===== src/rtl/result_display_if.sv =====
// result_display_if: adder-result input and BCD/7-segment display outputs of result_display
interface result_display_if;
    logic [7:0]  result;
    logic        load;
    logic        busy;
    logic [11:0] bcd;
    logic [6:0]  seg;
    logic [3:0]  an;
    logic        dp;
    modport master(output result, load, input busy, bcd, seg, an, dp);
    modport slave(input result, load, output busy, bcd, seg, an, dp);
endinterface


===== src/rtl/result_display.sv =====
// result_display: latch adder result, convert to BCD by sequential double-dabble, scan a 4-digit 7-seg display
module result_display #(
    parameter int CLK_DIV = 100000
) (
    input logic clk,
    input logic rst,
    result_display_if.slave d
);
    localparam int CW = $clog2(CLK_DIV);
    typedef enum logic [1:0] {IDLE, CONVERT, DONE} state_t;
    state_t        state, state_n;
    logic [19:0]   shreg, shreg_n, adj;
    logic [2:0]    iter, iter_n;
    logic [11:0]   bcd_q, bcd_n;
    logic [CW-1:0] cnt, cnt_n;
    logic [1:0]    sel, sel_n;
    logic [3:0]    digit;
    logic          wrap, blank;
    logic [6:0]    seg_q, seg_n;
    logic [3:0]    an_q;
    function automatic logic [6:0] dec(input logic [3:0] v);
        case (v)
            4'd0:    dec = 7'b1000000;
            4'd1:    dec = 7'b1111001;
            4'd2:    dec = 7'b0100100;
            4'd3:    dec = 7'b0110000;
            4'd4:    dec = 7'b0011001;
            4'd5:    dec = 7'b0010010;
            4'd6:    dec = 7'b0000010;
            4'd7:    dec = 7'b1111000;
            4'd8:    dec = 7'b0000000;
            default: dec = 7'b0010000;
        endcase
    endfunction
    assign adj = {shreg[19:16] >= 4'd5 ? shreg[19:16] + 4'd3 : shreg[19:16],
                  shreg[15:12] >= 4'd5 ? shreg[15:12] + 4'd3 : shreg[15:12],
                  shreg[11:8]  >= 4'd5 ? shreg[11:8]  + 4'd3 : shreg[11:8],
                  shreg[7:0]};
    always_comb begin
        state_n = state;
        shreg_n = shreg;
        iter_n  = iter;
        bcd_n   = bcd_q;
        case (state)
            IDLE: if (d.load) begin
                shreg_n = {12'b0, d.result};
                iter_n  = 3'd0;
                state_n = CONVERT;
            end
            CONVERT: begin
                shreg_n = {adj[18:0], 1'b0};
                iter_n  = iter + 3'd1;
                state_n = iter == 3'd7 ? DONE : CONVERT;
            end
            DONE: begin
                bcd_n   = shreg[19:8];
                state_n = IDLE;
            end
            default: state_n = IDLE;
        endcase
    end
    // seg is built from the next sel and next bcd so it always matches the registered an
    always_comb begin
        wrap  = cnt == CW'(CLK_DIV - 1);
        cnt_n = wrap ? '0 : cnt + CW'(1);
        sel_n = wrap ? sel + 2'd1 : sel;
        digit = sel_n == 2'd0 ? bcd_n[3:0] : sel_n == 2'd1 ? bcd_n[7:4] : bcd_n[11:8];
        blank = sel_n == 2'd3 || (sel_n == 2'd2 && bcd_n[11:8] == 4'd0) ||
                (sel_n == 2'd1 && bcd_n[11:4] == 8'd0);
        seg_n = blank ? 7'b1111111 : dec(digit);
    end
    always_ff @(posedge clk or posedge rst) begin
        if (rst) begin
            state <= IDLE;
            shreg <= '0;
            iter  <= '0;
            bcd_q <= '0;
            cnt   <= '0;
            sel   <= '0;
            an_q  <= 4'b1110;
            seg_q <= 7'b1000000;
        end else begin
            state <= state_n;
            shreg <= shreg_n;
            iter  <= iter_n;
            bcd_q <= bcd_n;
            cnt   <= cnt_n;
            sel   <= sel_n;
            an_q  <= ~(4'b0001 << sel_n);
            seg_q <= seg_n;
        end
    end
    assign d.busy = state != IDLE;
    assign d.bcd  = bcd_q;
    assign d.seg  = seg_q;
    assign d.an   = an_q;
    assign d.dp   = 1'b1;
endmodule


===== src/flat_wrapper.sv =====
// flat-port wrapper written by rule: the top's interface ports become plain ports
module result_display_flat 
#(
    parameter int CLK_DIV = 100000
)
  (clk, rst, d_result, d_load, d_busy, d_bcd, d_seg, d_an, d_dp);
  result_display_if d_i ();
  input logic clk;
  input logic rst;
  input wire logic [$bits(d_i.result)-1:0] d_result;
  input wire logic [$bits(d_i.load)-1:0] d_load;
  output wire logic [$bits(d_i.busy)-1:0] d_busy;
  output wire logic [$bits(d_i.bcd)-1:0] d_bcd;
  output wire logic [$bits(d_i.seg)-1:0] d_seg;
  output wire logic [$bits(d_i.an)-1:0] d_an;
  output wire logic [$bits(d_i.dp)-1:0] d_dp;
  assign d_i.result = d_result;
  assign d_i.load = d_load;
  assign d_busy = d_i.busy;
  assign d_bcd = d_i.bcd;
  assign d_seg = d_i.seg;
  assign d_an = d_i.an;
  assign d_dp = d_i.dp;
  result_display #(.CLK_DIV(CLK_DIV)) u_core (.clk(clk), .rst(rst), .d(d_i));
endmodule

===== config.mk =====
export PLATFORM = sky130hd
export DESIGN_NAME = result_display_flat
export DESIGN_NICKNAME = d
export VERILOG_FILES = /design/src/rtl/result_display_if.sv /design/src/rtl/result_display.sv /design/src/flat_wrapper.sv
export SDC_FILE = /design/constraint.sdc
export NUM_CORES = 1
export LEC_CHECK = 0
export CAP_MARGIN = 0
export CORE_UTILIZATION = 55
export CTS_CLUSTER_SIZE = 8
export DETAILED_ROUTE_END_ITERATION = 7
export PLACE_DENSITY = 0.87
export SLEW_MARGIN = 20
export SYNTH_ARGS = -nofsm -noshare
export SYNTH_HDL_FRONTEND = slang
export SYNTH_SLANG_ARGS = --single-unit

===== constraint.sdc =====
create_clock -name clk -period 3.03 [get_ports clk]
set_input_delay 0.606 -clock clk [delete_from_list [all_inputs] [get_ports clk]]
set_output_delay 0.606 -clock clk [all_outputs]
set_load 0.02 [all_outputs]

==> flow_summary.json <==
{
  "syn_area_per_cell_um2": 9.847,
  "cts-hold-fix-buffers": 0,
  "netlist_area_mm2": 0.003486,
  "placed_cell_area_mm2": 0.003886,
  "gr-total-overflow": 0,
  "portBuffers": 34,
  "fin_area_mm2": 0.004064,
  "final_max_slew_viol_count": 0,
  "worstPathMaxFanout": 17,
  "core_mm2": 0.006026,
  "setup_viol": 0,
  "drtIter0Drc": 183,
  "grt_max_degree": 36,
  "grt_pass1_vias": 2537,
  "fin_cells": 467,
  "ys_ff_latch": 67,
  "fin_tns_setup_ns": 0,
  "synth_top_area_cell": "dfrtp_1",
  "viasPerCell": 5.632,
  "drcViolationCount": 0,
  "cts_tree": "yes",
  "vias": 2630,
  "start_kind": "flip-flop",
  "grt_usage": 0.2386,
  "ys_seq_area_frac": 0.4824,
  "critPathArrivalTime_ns": 2.90,
  "worstRegToRegCells": 11,
  "antenna_found_initial": 0,
  "p_leak_nw": 1.818,
  "worstMarginPinSlew_ns": 0.7346,
  "slowest_stage": "dfrtp_1",
  "hp-class": "reg2reg",
  "syn_to_final_growth_pct": 16.58,
  "synth_fp_nets": 379,
  "synthArstFlopShare": 1.000,
  "first_pass_iters": 4,
  "root_buffer": "clkbuf_8",
  "clock_sinks": 67,
  "synth_top_cell_area_share": 0.4523,
  "drt-wirelength-per-cell_um": 14.66,
  "place_ws_ns": 0.1388,
  "die_x_um": 81.61,
  "setup_ws_ns": 0.3329,
  "post_cts_resized": 0,
  "grt_pass1_wl_mm": 11.87,
  "rows": 28,
  "end_kind": "flip-flop",
  "cts.htree.levels": 3,
  "max_stage_delay_ns": 0.41,
  "min_delay_path_depth": 2,
  "vdd_drop_max_v": 0.0004818,
  "die_h_um": 81.61,
  "num_antenna_cells": 0,
  "cts_buffers": 9,
  "synth_edf_count": 0,
  "wl_mm": 6.847,
  "status": "complete, no violations",
  "boundaryPins": 36,
  "path_class": "reg2reg",
  "dp.cells": 451,
  "grt_setup_unrepaired": "false",
  "ys_types": 45,
  "min_period_ns": 2.697,
  "period_share": 0.8901,
  "gp_congestion": 0.8920,
  "die_area_mm2": 0.006660,
  "clock_latency_ns": 0.34,
  "fin_nets": 412,
  "clockBufferDepth": 2,
  "synth_ff_type": "dfrtp_1",
  "yosysWarnings": 0,
  "fmax_mhz": 370.8,
  "ant_nets": 0,
  "mostFrequentLayoutCells": "63 x dfrtp_1, 37 x nand2_1, 34 x clkdlybuf4s50_1",
  "initial_core_util": 0.5785,
  "drv_cap": 0,
  "layout_commonest_cell": "dfrtp_1",
  "syn_inst": 354,
  "cts_setup_buffers": 0,
  "required_ns": 3.23,
  "critical_path.cell_chain": "ha_1, and4_1, and4_4, nand2_4, a31oi_1, and3_1, inv_1, ha_1, inv_1, mux2i_1, o21ai_1",
  "clock_skew_ns": 0.01022,
  "synth_area_leaders": "dfrtp_1 45%, ha_1 5.0%, o21ai_0 4.0%, nand2_1 4.0%, xnor2_1 3.3%",
  "powerDensity_mw_per_mm2": 786.6,
  "slew_headroom": 0.5096,
  "final_layout_size_suffix_gt1_frac": 0.1020,
  "hpwl_mm": 4.933,
  "hold_viol": 0,
  "path_clk_slew_ns": 0.07
}
==> cells in the mapped netlist, types with 2 or more instances <==
library cell   n
dfrtp_1       63
nand2_1       37
o21ai_0       28
inv_1         20
nor2_1        19
a21oi_1       17
nand3_1       17
ha_1          14
xnor2_1       13
mux2i_1       11
clkbuf_1       8
nand4_1        8
xor2_1         8
a31oi_1        7
nor3b_1        7
nand2b_1       6
nor3_1         6
and3_1         5
mux2_2         5
buf_2          4
buf_4          4
dfstp_2        4
nor4_1         4
o21ai_1        4
a22o_1         3
and2_1         3
nor2b_1        3
o31ai_1        3
or2_2          3
and4_1         2
nand4_2        2
o211ai_1       2
or4_1          2
==> worst paths after layout <==
| kind | start | end | slack [ns] |
|---|---|---|---|
| setup / recovery | u_core.cnt[0] | u_core.d.seg[3] | 0.33 |
| hold / removal | u_core.shreg[4] | u_core.shreg[4] | 0.48 |
| setup reg to reg | u_core.cnt[0] | u_core.d.seg[3] | 0.33 |
| hold reg to reg | u_core.shreg[4] | u_core.shreg[4] | 0.48 |
| max in group asynchronous | rst | u_core.cnt[16] | 1.70 |
| min in group asynchronous | rst | u_core.d.bcd[4] | 0.71 |
==> flip-flops by register name (all words and copies together), names as in the netlist <==
register	cells
u_core.shreg	20
u_core.cnt	17
u_core.d.seg	7
u_core.sel	2
u_core.d.an	4
u_core.iter	3
u_core.state	2
u_core.d.bcd	12
==> through the flow <==
step | util | hold WS (ns) | power [mW]
after CTS | 0.6740 | 0.4890 | 3.208
after detailed placement | 0.6449 | 0.4727 | 2.543
after global placement | 0.6449 | 0.4636 | 2.471
after global routing | 0.6744 | 0.5228 | 3.437
final | 0.6744 | 0.4849 | 3.197
after floorplan | - | 0.4501 | 2.116
==> critical path: cells and delay by family, from the launching register on <==
kind / cells / cell delay (ns)
adder cells (fa/ha/maj): 2 / 0.51
buffers and inverters: 2 / 0.14
AND/OR/NAND/NOR: 4 / 1.10
AO/OA/AOI/OAI: 2 / 0.25
flip-flops: 1 / 0.41
multiplexers: 1 / 0.14
==> power breakdown <==
| part | internal, mW | switching (mW) | leakage (nW) |
|---|---|---|---|
| Clock | 0.342 | 0.325 | 0.0867 |
| Sequential | 1.12 | 0.192 | 0.873 |
| Combinational | 0.539 | 0.673 | 0.858 |
==> layout make-up <==
type,count,area [um^2]
Clock buffer,14,162.7
Clock inverter,2,12.51
Fill cell,439,1962
Inverter,20,75.07
Multi-Input combinational cell,250,1648
Sequential cell,67,1682
Tap cell,75,93.84
Timing Repair Buffer,39,390.4
==> cell families (layout without fill, tap and decap cells) <==
logic type	count (synthesis)	after routing	share of synthesized area
AO/OA/AOI/OAI	66	66	0.1109
XOR/XNOR	21	21	0.05276
adder cells (fa/ha/maj)	15	15	0.05312
buffers and inverters	37	75	0.04558
flip-flops	67	67	0.4824
multiplexers	16	16	0.04774
other	1	1	0.001076
AND/OR/NAND/NOR	131	131	0.2064
==> per-layer routing <==
layer | vias up | GRT usage | wire, um
li1 | 1304 | - | -
met1 | 1261 | 0.3150 | 3160
met2 | 50 | 0.3708 | 3308
met3 | 15 | 0.05222 | 216
met4 | 0 | 0.1175 | 161
met5 | - | 0 | 0
Power figures use the tool's default switching activity.
==> edit: new RTL, config.mk and constraints unchanged <==
`CLK_DIV` is set to 100000 in 2 places; all go to 50000.
--- a/src/rtl/result_display.sv
+++ b/src/rtl/result_display.sv
@@ -2,3 +2,3 @@
 module result_display #(
-    parameter int CLK_DIV = 100000
+    parameter int CLK_DIV = 50000
 ) (
--- a/src/flat_wrapper.sv
+++ b/src/flat_wrapper.sv
@@ -3,3 +3,3 @@
 #(
-    parameter int CLK_DIV = 100000
+    parameter int CLK_DIV = 50000
 )
Function: same outputs for any inputs over 10 cycles, from zero or initial values and one cycle with rst high; that may be too few to reach the edited logic, so the function may still have changed.
==> edit against the original RTL <==
  * Final area decreased by 1.1%
  * Core utilization rose by 0.44 points
  * Global-route usage rose by 0.71 points
  * Wire length grew 1.9%
  * Setup slack lost 170 ps
  * Sequential cell count shrank 1
  * Clock skew shrank 5.6 ps
  * Synthesized area is 2.8% lower
  * Total power is 1.7% lower
  * Highest routed layer unchanged
==> edit: results (changes against the original RTL) <==
[min_path]
hold_class=reg -> reg

[yosys]
yosysUniqueCellTypes=48  ; +6.7%
synth_area_leaders=dfrtp_1 (46%), ha_1 (5.2%), o21ai_0 (4.9%)
ys_seq_area_share_pct=48.91  ; +0.67 points
synth_nets=367  ; -3.2%
netlist_top_cells_count=dfrtp_1 (62), nand2_1 (35), o21ai_0 (33)
async_reset_ff_share_pct=100.0  ; unchanged
synth_flop_cell=dfrtp_1

[global_routing]
grt_util_met3_pct=4.773  ; -0.45 points
grt.total_usage_pct=24.57  ; +0.71 points
grt_pass1_vias=2640  ; +4.1%
grt-busiest-layer=met2
met2_usage_pct=39.15  ; +2.1 points
grt_pass1_wl_um=11920  ; +0.35%
antenna_found_initial=0  ; unchanged
grt_max_degree=67  ; +86%
globalRouteMet1Util_pct=31.63  ; +0.14 points

[final_layout]
drive_gt1_share_pct=10.59  ; +0.39 points
fillCellCount=433  ; -1.4%
nets=407  ; -1.2%
antenna_cells=0  ; unchanged
max_flop_register=u_core.shreg

[timing]
fin_ws_ps=163.4  ; -169.5 ps
whs_ps=484.7  ; -0.2640 ps
clock_skew_ps=4.569  ; -5.647 ps
tightest_slew_ps=633.6  ; -101.0 ps

[setup_path]
critPathArrivalTime_ps=3060  ; +160 ps
path_max_fanout=18  ; +1

[cts]
cts.clk_slew.worst_paths_ps=70  ; about the same
root_buffer=clkbuf_8
cts_resized=0  ; unchanged
post-cts-setup-buffers=0  ; unchanged
numCtsBuffers=9  ; unchanged
h-tree-depth=3  ; unchanged

[place]
gp_congestion=0.8211  ; -7.9%
dpl.hpwl_um=4762  ; -3.5%
place_ws_ps=228.8  ; +90.00 ps

[route]
drt_pass1_iterations=5  ; +1
vias_per_cell=5.833  ; +3.6%
drcViolationCount=0  ; unchanged
detail_route.wl_per_cell_um=15.10  ; +3.0%
drtIter0Drc=205  ; +12%

[pwr]
finalPower_mw=3.143  ; -1.7%
p_leak_nw=1.818  ; about the same
power_leader=registers
vdd_ir_drop_max_mv=0.4022  ; -17%
internal-power_mw=1.986  ; -1.0%
p_clk_mw=0.675  ; +1%
powerSeq_mw=1.29

[outcome]
status=completed

[edit: cell count changes after synthesis, moves of 4 or more]
cell | before | now
inv_1 | 20 | 26
o21ai_0 | 28 | 33
and3_1 | 5 | 1
a31oi_1 | 7 | 0
[edit: critical path, cell delays in order (launching register included)]
cell      delay [ps]
dfrtp_1          420
or4b_4           570
nor4_4           320
buf_4            280
nand3_1          100
o21ai_0          100
a211o_1          220
ha_1             200
nor2_1            60
a221oi_1         330
o21ai_1          110
[edit: worst paths after layout]
check,depth (start not counted),startpoint,to
max reg2reg,10,u_core.cnt[13],u_core.d.seg[4]
max,10,u_core.cnt[13],u_core.d.seg[4]
min in group asynchronous,3,rst,u_core.shreg[1]
min,2,u_core.shreg[4],u_core.shreg[4]
min reg2reg,2,u_core.shreg[4],u_core.shreg[4]
max in group asynchronous,3,rst,u_core.d.an[1]
[edit: metrics by stage]
stage,cell area [um2],cells
global placement,3836,446
global route,4019,462
floorplan,3387,342
finish,4019,462
detailed placement,3836,446
CTS,4019,462
[edit: kinds of logic after synthesis]
family,synth area share (%)
AOI/OAI and AO/OA,10.90
buffers and inverters,4.433
xor gates and xnor gates,4.655
DFF,48.91
adders and majority gates,5.467
other,0.1107
and+or+nand+nor,19.36
muxes,6.169
[edit: area by class of cell]
| cell class | instances | area [um2] | area share, % |
|---|---|---|---|
| clock inverters | 2 | 10.01 | 0.2491 |
| multi-input cells | 238 | 1583 | 39.38 |
| repair buffers | 41 | 405.4 | 10.09 |
| clock buffers | 14 | 172.7 | 4.296 |
| well taps | 75 | 93.84 | 2.335 |
| inverters | 26 | 97.59 | 2.428 |
| flip-flops and latches | 66 | 1657 | 41.22 |
[edit: per-layer routing]
layer  wire length [um]  up-vias
li1                   -     1255
met1               3036     1326
met2               3416       92
met3                315       22
met4                208        0
met5                  0        -
